==> src/rtl/cpu_pkg.sv <==
// Shared CPU definitions: fetch-unit state encoding and default widths/addresses.
package cpu_pkg;

    localparam int unsigned ADDR_W_DEF     = 32;
    localparam int unsigned DATA_W_DEF     = 32;
    localparam logic [31:0] RESET_ADDR_DEF = 32'h0000_0000;
    localparam int unsigned PC_INC         = 4;

    typedef enum logic [2:0] {
        IDLE,
        FETCH,
        WAIT,
        HOLD,
        DRAIN
    } ifu_state_t;

endpackage

==> src/rtl/ifetch_unit.sv <==
// Instruction fetch unit: one outstanding imem request, fetch PC ownership with
// redirect handling, and a registered valid/ready hand-off to decode.
module ifetch_unit
    import cpu_pkg::*;
#(
    parameter int unsigned ADDR_W     = ADDR_W_DEF,
    parameter int unsigned DATA_W     = DATA_W_DEF,
    parameter logic [ADDR_W-1:0] RESET_ADDR = ADDR_W'(RESET_ADDR_DEF)
) (
    input  logic              Clock,
    input  logic              Reset,
    input  logic              Redirect,
    input  logic [ADDR_W-1:0] Redirect_addr,
    output logic              Imem_req,
    output logic [ADDR_W-1:0] Imem_addr,
    input  logic              Imem_gnt,
    input  logic              Imem_rvalid,
    input  logic [DATA_W-1:0] Imem_rdata,
    output logic              Inst_valid,
    output logic [DATA_W-1:0] Inst_out,
    output logic [ADDR_W-1:0] Inst_pc,
    input  logic              Inst_ready
);

    ifu_state_t        state, state_n;
    logic [ADDR_W-1:0] fetch_pc, pc_n, redir_pc;
    logic              capture;

    // The request address is the fetch PC register itself, so it is registered by construction.
    assign Imem_addr = fetch_pc;
    assign redir_pc  = Redirect_addr & ~ADDR_W'(3);

    always_comb begin
        state_n = state;
        pc_n    = fetch_pc;
        capture = 1'b0;
        case (state)
            IDLE: begin
                state_n = FETCH;
                if (Redirect) pc_n = redir_pc;
            end
            FETCH: begin
                if (Redirect) pc_n = redir_pc;
                if (Imem_gnt) state_n = Redirect ? DRAIN : WAIT;
            end
            WAIT: begin
                if (Redirect) begin
                    pc_n    = redir_pc;
                    state_n = Imem_rvalid ? FETCH : DRAIN;
                end else if (Imem_rvalid) begin
                    capture = 1'b1;
                    pc_n    = fetch_pc + ADDR_W'(PC_INC);
                    state_n = HOLD;
                end
            end
            HOLD: begin
                if (Redirect) begin
                    pc_n    = redir_pc;
                    state_n = FETCH;
                end else if (Inst_ready) begin
                    state_n = FETCH;
                end
            end
            DRAIN: begin
                if (Redirect) pc_n = redir_pc;
                if (Imem_rvalid) state_n = FETCH;
            end
            default: state_n = IDLE;
        endcase
    end

    // Outputs are registered from the next state so req/valid line up with the state they describe.
    always_ff @(posedge Clock or negedge Reset) begin
        if (!Reset) begin
            state      <= IDLE;
            fetch_pc   <= RESET_ADDR;
            Imem_req   <= 1'b0;
            Inst_valid <= 1'b0;
            Inst_out   <= '0;
            Inst_pc    <= '0;
        end else begin
            state      <= state_n;
            fetch_pc   <= pc_n;
            Imem_req   <= (state_n == FETCH);
            Inst_valid <= (state_n == HOLD);
            if (capture) begin
                Inst_out <= Imem_rdata;
                Inst_pc  <= fetch_pc;
            end
        end
    end

endmodule

==> config.mk <==
export PLATFORM = sky130hd
export DESIGN_NAME = ifetch_unit
export DESIGN_NICKNAME = d
export VERILOG_FILES = /design/src/rtl/cpu_pkg.sv /design/src/rtl/ifetch_unit.sv
export SDC_FILE = /design/constraint.sdc
export NUM_CORES = 1
export LEC_CHECK = 0
export ABC_AREA = 1
export CORE_ASPECT_RATIO = 0.8
export CORE_MARGIN = 1.5
export CORE_UTILIZATION = 35
export CTS_CLUSTER_SIZE = 24
export DETAILED_ROUTE_END_ITERATION = 10
export HOLD_SLACK_MARGIN = 0.02
export SYNTH_ARGS = -nofsm -noshare
export SYNTH_HDL_FRONTEND = slang
export SYNTH_SLANG_ARGS = --single-unit
export TNS_END_PERCENT = 30
==> constraint.sdc <==
create_clock -name Clock -period 2.1 [get_ports Clock]
set_input_delay 0.315 -clock Clock [delete_from_list [all_inputs] [get_ports Clock]]
set_output_delay 0.315 -clock Clock [all_outputs]
set_load 0.02 [all_outputs]
# [Word-level counts from Yosys, hierarchy flattened]
# Cells that the tools add are included.
# Widths: inputs -> output; s select.
[totals] memories=0 out_inout_bits=98 latchBits=0 elab_cells=35 romBits=0 inputBits=70 regBits=101 ram_bits=0
[op_classes] n_mux=16 addsub=1 eq_ne=8 shifts=0 n_mul=0 n_lt_le_gt_ge=0 n_div=0 n_bitwise=0 reduce_logical=4
[ops] cell="$mux 32" n=3
[ops] cell="$pmux 32 s2" n=1
[ops] cell="$add 32x3->32 const B" n=1
[ops] cell="$mux 3" n=8
[ops] cell="$pmux 3 s5" n=1
[ops] cell="$eq 3x2->1 const B" n=3
[ops] cell="$eq 3x1->1 const B" n=2
[ops] cell="$reduce_or 4->1" n=1
[ops] cell="$eq 3x3->1 const B" n=1
[ops] cell="$logic_not 3->1" n=1
[ops] cell="$mux 1" n=3
[ops] cell="$ne 3x3->1 const B" n=1
[ops] cell="$reduce_and 3->1" n=1
[ops] cell="$ne 2x1->1 const B" n=1
[ops] cell="$reduce_bool 2->1" n=1

# [Depth between registers and ports, before layout]
[depth] word_depth=4 depth_mapped=10 mapped_depth_nobuf=10

# [Worst setup path after synthesis]
# No wires, ideal clock.
[synth_timing] path_type="register to register" start="register fetch_pc[3] (netlist: Imem_addr[3])" end="register fetch_pc[20] (netlist: Imem_addr[20])" required_ns=1.983 path_stages_with_launch=11 setup_time_ns=0.117 path_buffers=0 arrival_ns=1.461 period_less_slack_ns=1.577 path_slack_ns=0.523 path_cell_list="dfrtp_1 ha_1 inv_1 nor2_1 nand3_1 nor2_1 nand2_1 nand2_1 nand2_1 nand2_1 nand2_1"
[synth_via] elab_chain_len=4
[synth_lines] item="start: declaration" line="ifetch_unit.sv:26" source="logic [ADDR_W-1:0] fetch_pc, pc_n, redir_pc;"
[synth_lines] item="start signal: assignment" line="ifetch_unit.sv:83" source="fetch_pc <= pc_n;"
[synth_lines] item="$add 32x3->32" line="ifetch_unit.sv:52" source="pc_n = fetch_pc + ADDR_W'(PC_INC);"
[synth_lines] item="$mux 32" line="ifetch_unit.sv:50" source="end else if (Imem_rvalid) begin"
[synth_lines] item="$mux 32" line="ifetch_unit.sv:47" source="if (Redirect) begin"
[synth_lines] item="$pmux 32 s2" line="ifetch_unit.sv:37" source="case (state)"
# No other way between the ends. The select of a mux whose other input is x is not followed.
# A chain may end at the register's enable or synchronous reset.

# [Worst setup path in the final report]
[layout_timing] start="register fetch_pc[3] (netlist: Imem_addr[3])" end="register fetch_pc[26] (netlist: Imem_addr[26])"
# The elaborated chain is that of the path after synthesis.

==> impl_summary.txt <==
----------------------------------------------------
[Outcome]
  Status ... complete, no violations

[Final layout]
  Fin cells ... about 970
  Area added between synthesis and finish ... 42.50%
  Fraction of final layout cells sized beyond drive strength 1 ... roughly 8.9%
  Diodes inserted ... 0
  Number of nets in the final layout ... ~850
  Number of fill cells ... 1309

[Power and ir drop]
  Sequential power share ... roughly 35%
  Static leakage ... 3.175 nW
  Switching Share ... around two fifths
  Power density of the placed cells ... around 1400 nW/um^2
  Overall power of the completed layout ... 9.978 mW
  Clock Power Share ... between 10% and 20%
  Combinational cell fraction of total power ... between 40% and 50%
  Psw ... around 4.2 mW
  Int Pwr ... between 5 and 6 mW
  Peak supply drop ... about 0.62 mV

[Synth]
  Most used flip-flop cell after synthesis ... sky130_fd_sc_hd__dfrtp_1
  Number of enable-type register cells in the synthesized netlist ... 0
  Cell accounting for the most synthesized area ... sky130_fd_sc_hd__dfrtp_1
  Share of the yosys chip area belonging to registers ... roughly half
  Most frequent cells after synthesis ... sky130_fd_sc_hd__nand2_1 (210), sky130_fd_sc_hd__nor2_1 (99), sky130_fd_sc_hd__dfrtp_1 (97)
  Synth Instances ... 620
  Number of flip-flops and latches in the synthesized netlist ... 97
  Synth Area per Inst ... 8.006 um^2
  Yosys warning total ... 0
  Post-synth ARST share ... 100.0%
  Post-synthesis cell area ... roughly 5000 um^2
  Leading cell type by number of instances after synthesis ... sky130_fd_sc_hd__nand2_1
  Count of cell types in the netlist ... 32
  Synth top area share ... between 40% and 50%
  Dominant cells by area after synthesis ... sky130_fd_sc_hd__dfrtp_1 (49%), sky130_fd_sc_hd__nand2_1 (16%), sky130_fd_sc_hd__mux2_2 (7.5%)

[Floorplanning]
  Effective utilization at floorplan ... around 36%
  Chip height ... ~110 um
  Die span in x ... about 140 um
  IO Pins ... 168
  Die footprint ... approximately 15000 um^2
  Area of the placeable core ... between 10000 and 15000 um^2
  Standard-cell rows ... 38

[Job]
  Number of max-capacitance violations reported ... 0

[Global route]
  GR Util All Layers ... about a fifth
  Total grt overflow ... 0
  Largest net degree at the start of global routing ... 56
  Antenna violations before repair ... 0
  First-pass GRT wire length ... between 20000 and 25000 um
  Via count of the first global-routing pass ... 4517

[Placed design]
  HPWL Detailed ... 10570 um
  Placed cells ... 950
  Number of buffers inserted by port buffering ... about 160
  Setup slack after placement ... 0.2576 ns
  Routability congestion estimate ... 0.8675

[Clock tree]
  H-tree levels ... 3
  Latest clock arrival within the worst-skew pair ... around 0.35 ns
  Hold buffer count at CTS ... 1
  PostCTS Resize Cnt ... 0
  Clock tree buffer depth ... 2
  Clock-pin slew of the registers on the worst-case setup and hold paths ... approximately 0.07 ns
  Number of post-CTS setup repair buffers ... 0
  Sink count of the clock tree ... a little under 100
  Number of buffers created by CTS ... 9
  Root buffer cell ... sky130_fd_sc_hd__clkbuf_16
  TritonCTS clock tree ... done

[Route]
  Routed wire length ... 13900 um
  1st-iter DRT viols ... ~250
  First-pass detailed-route iteration total ... 5
  Mean routed wirelength per cell ... 14.37 um
  Number of DRC violations after detailed routing ... 0
  Mean number of vias per cell ... approximately 4.7
  Antenna Violating Nets Remaining ... 0
  Number of vias in the routed layout ... between 4k and 5k

[Critical path]
  CP arrival ... roughly 2.1 ns
  Crit path kind ... reg2reg
  Cell repeated most along the worst path ... sky130_fd_sc_hd__nand2_1
  Crit path largest cell delay ... between 0.4 and 0.5 ns
  Cells along the critical path ... ha_1, inv_1, nor2_1, nand2_1, inv_1, nand2_1, nand2_1, nand3_1, nand2_1, nand2_1
  Capturing element type of the critical path ... flip-flop
  Required time reported for the critical path endpoint ... 2.34 ns
  Highest-delay cell along the critical path ... sky130_fd_sc_hd__dfrtp_1
  Largest fanout on the critical path ... 5
  Sort of element at the start of the critical path ... flip-flop

[STA]
  Endpoints failing hold ... 0
  Hold slack ... ~0.47 ns
  Unrepaired setup endpoints after global routing ... false
  Setup TNS after final layout ... 0 ns
  Max Fclk ... about 0.54 GHz
  Setup-violating endpoint count in the final report ... 0
  Fin worst setup slack ... approximately 0.25 ns
  Shortest clock period the worst path allows after layout ... 1.850 ns
  Post-route clock skew ... about 0.0075 ns
  Final number of max-transition violations ... 0
  Final period util ... between 80% and 90%

[Min path]
  Min-Delay Path Class ... in2async

----------------------------------------------------
==> sequential cells by signal, indices dropped and copies added (netlist names) <==
| signal | flops |
|---|---|
| Inst_out | 32 |
| Imem_addr | 30 |
| Inst_pc | 30 |
| state | 3 |
| Imem_req | 1 |
| Inst_valid | 1 |
==> placed cells by master (no fill, tap or decap), types with 3 or more instances in the layout <==
master                            instances
sky130_fd_sc_hd__buf_4                    5
sky130_fd_sc_hd__buf_12                   5
sky130_fd_sc_hd__nand3_1                 39
sky130_fd_sc_hd__nand2_1                210
sky130_fd_sc_hd__o21ai_0                 48
sky130_fd_sc_hd__inv_1                   43
sky130_fd_sc_hd__conb_1                   4
sky130_fd_sc_hd__clkdlybuf4s50_1        160
sky130_fd_sc_hd__nand4_1                  4
sky130_fd_sc_hd__xor2_1                   4
sky130_fd_sc_hd__inv_2                    3
sky130_fd_sc_hd__nor2_1                  99
sky130_fd_sc_hd__dfrtp_1                 97
sky130_fd_sc_hd__clkbuf_16                9
sky130_fd_sc_hd__clkbuf_8                 3
sky130_fd_sc_hd__mux2_2                  33
==> worst paths after layout <==
kind,to,start,cells past startpoint,slack [ns]
setup / recovery,Imem_addr[26],Imem_addr[3],10,0.25
hold / removal,Inst_valid,Reset,2,0.47
setup reg to reg,Imem_addr[26],Imem_addr[3],10,0.25
hold reg to reg,Inst_pc[14],Inst_pc[14],2,0.49
max in group asynchronous,Inst_out[5],Reset,3,1.04
min in group Clock,Inst_pc[14],Inst_pc[14],2,0.49
==> power by group through the flow <==
stage	clock [mW]	combinational, mW	sequential (mW)
after floorplan	0	1.88	4.23
final	1.60	4.93	3.44
after global placement	0	4.90	3.43
after detailed placement	0	4.96	3.47
after global routing	1.73	5.42	3.57
after CTS	1.65	4.99	3.45
==> final cells by class <==
cell class	count	area, um^2	area share, %
inverter	47	178.9	2.530
multi-input combinational	456	2198	31.08
clock buffer	13	270.3	3.821
timing repair buffer	171	1749	24.73
sequential	97	2427	34.32
tap	180	225.2	3.184
clock inverter	3	23.77	0.3361
==> worst max-delay path, delay by kind of cell, from the launching register on <==
family	cells	cell delay [ns]
simple gates	7	0.85
buf+inv	2	0.25
fa+ha+maj	1	0.23
flops	1	0.41
==> through the flow <==
stage | util [%] | cell area, um^2
finish | 51.65 | 7073
global placement | 49.43 | 6769
floorplan | - | 4975
CTS | 51.65 | 7073
global route | 51.65 | 7073
detailed placement | 49.43 | 6769
==> cells by family after synthesis <==
logic type / Yosys count / synth area share, %
mux: 34 / 7.714
flops: 97 / 48.90
other cells: 1 / 0.07555
compound gates: 53 / 6.000
fa+ha+maj: 1 / 0.2520
simple gates: 359 / 29.14
buf+inv: 70 / 7.033
xor+xnor: 5 / 0.8822
==> routing by layer <==
layer  vias to the layer above  global-route usage (%)  routed length (um)
li1                       2282                       -                   -
met1                      2096                   26.72                6598
met2                       135                   32.07                6239
met3                        16                   4.242                 834
met4                         0                   5.851                 227
met5                         -                       0                   0
(Power assumes the default switching activity.)
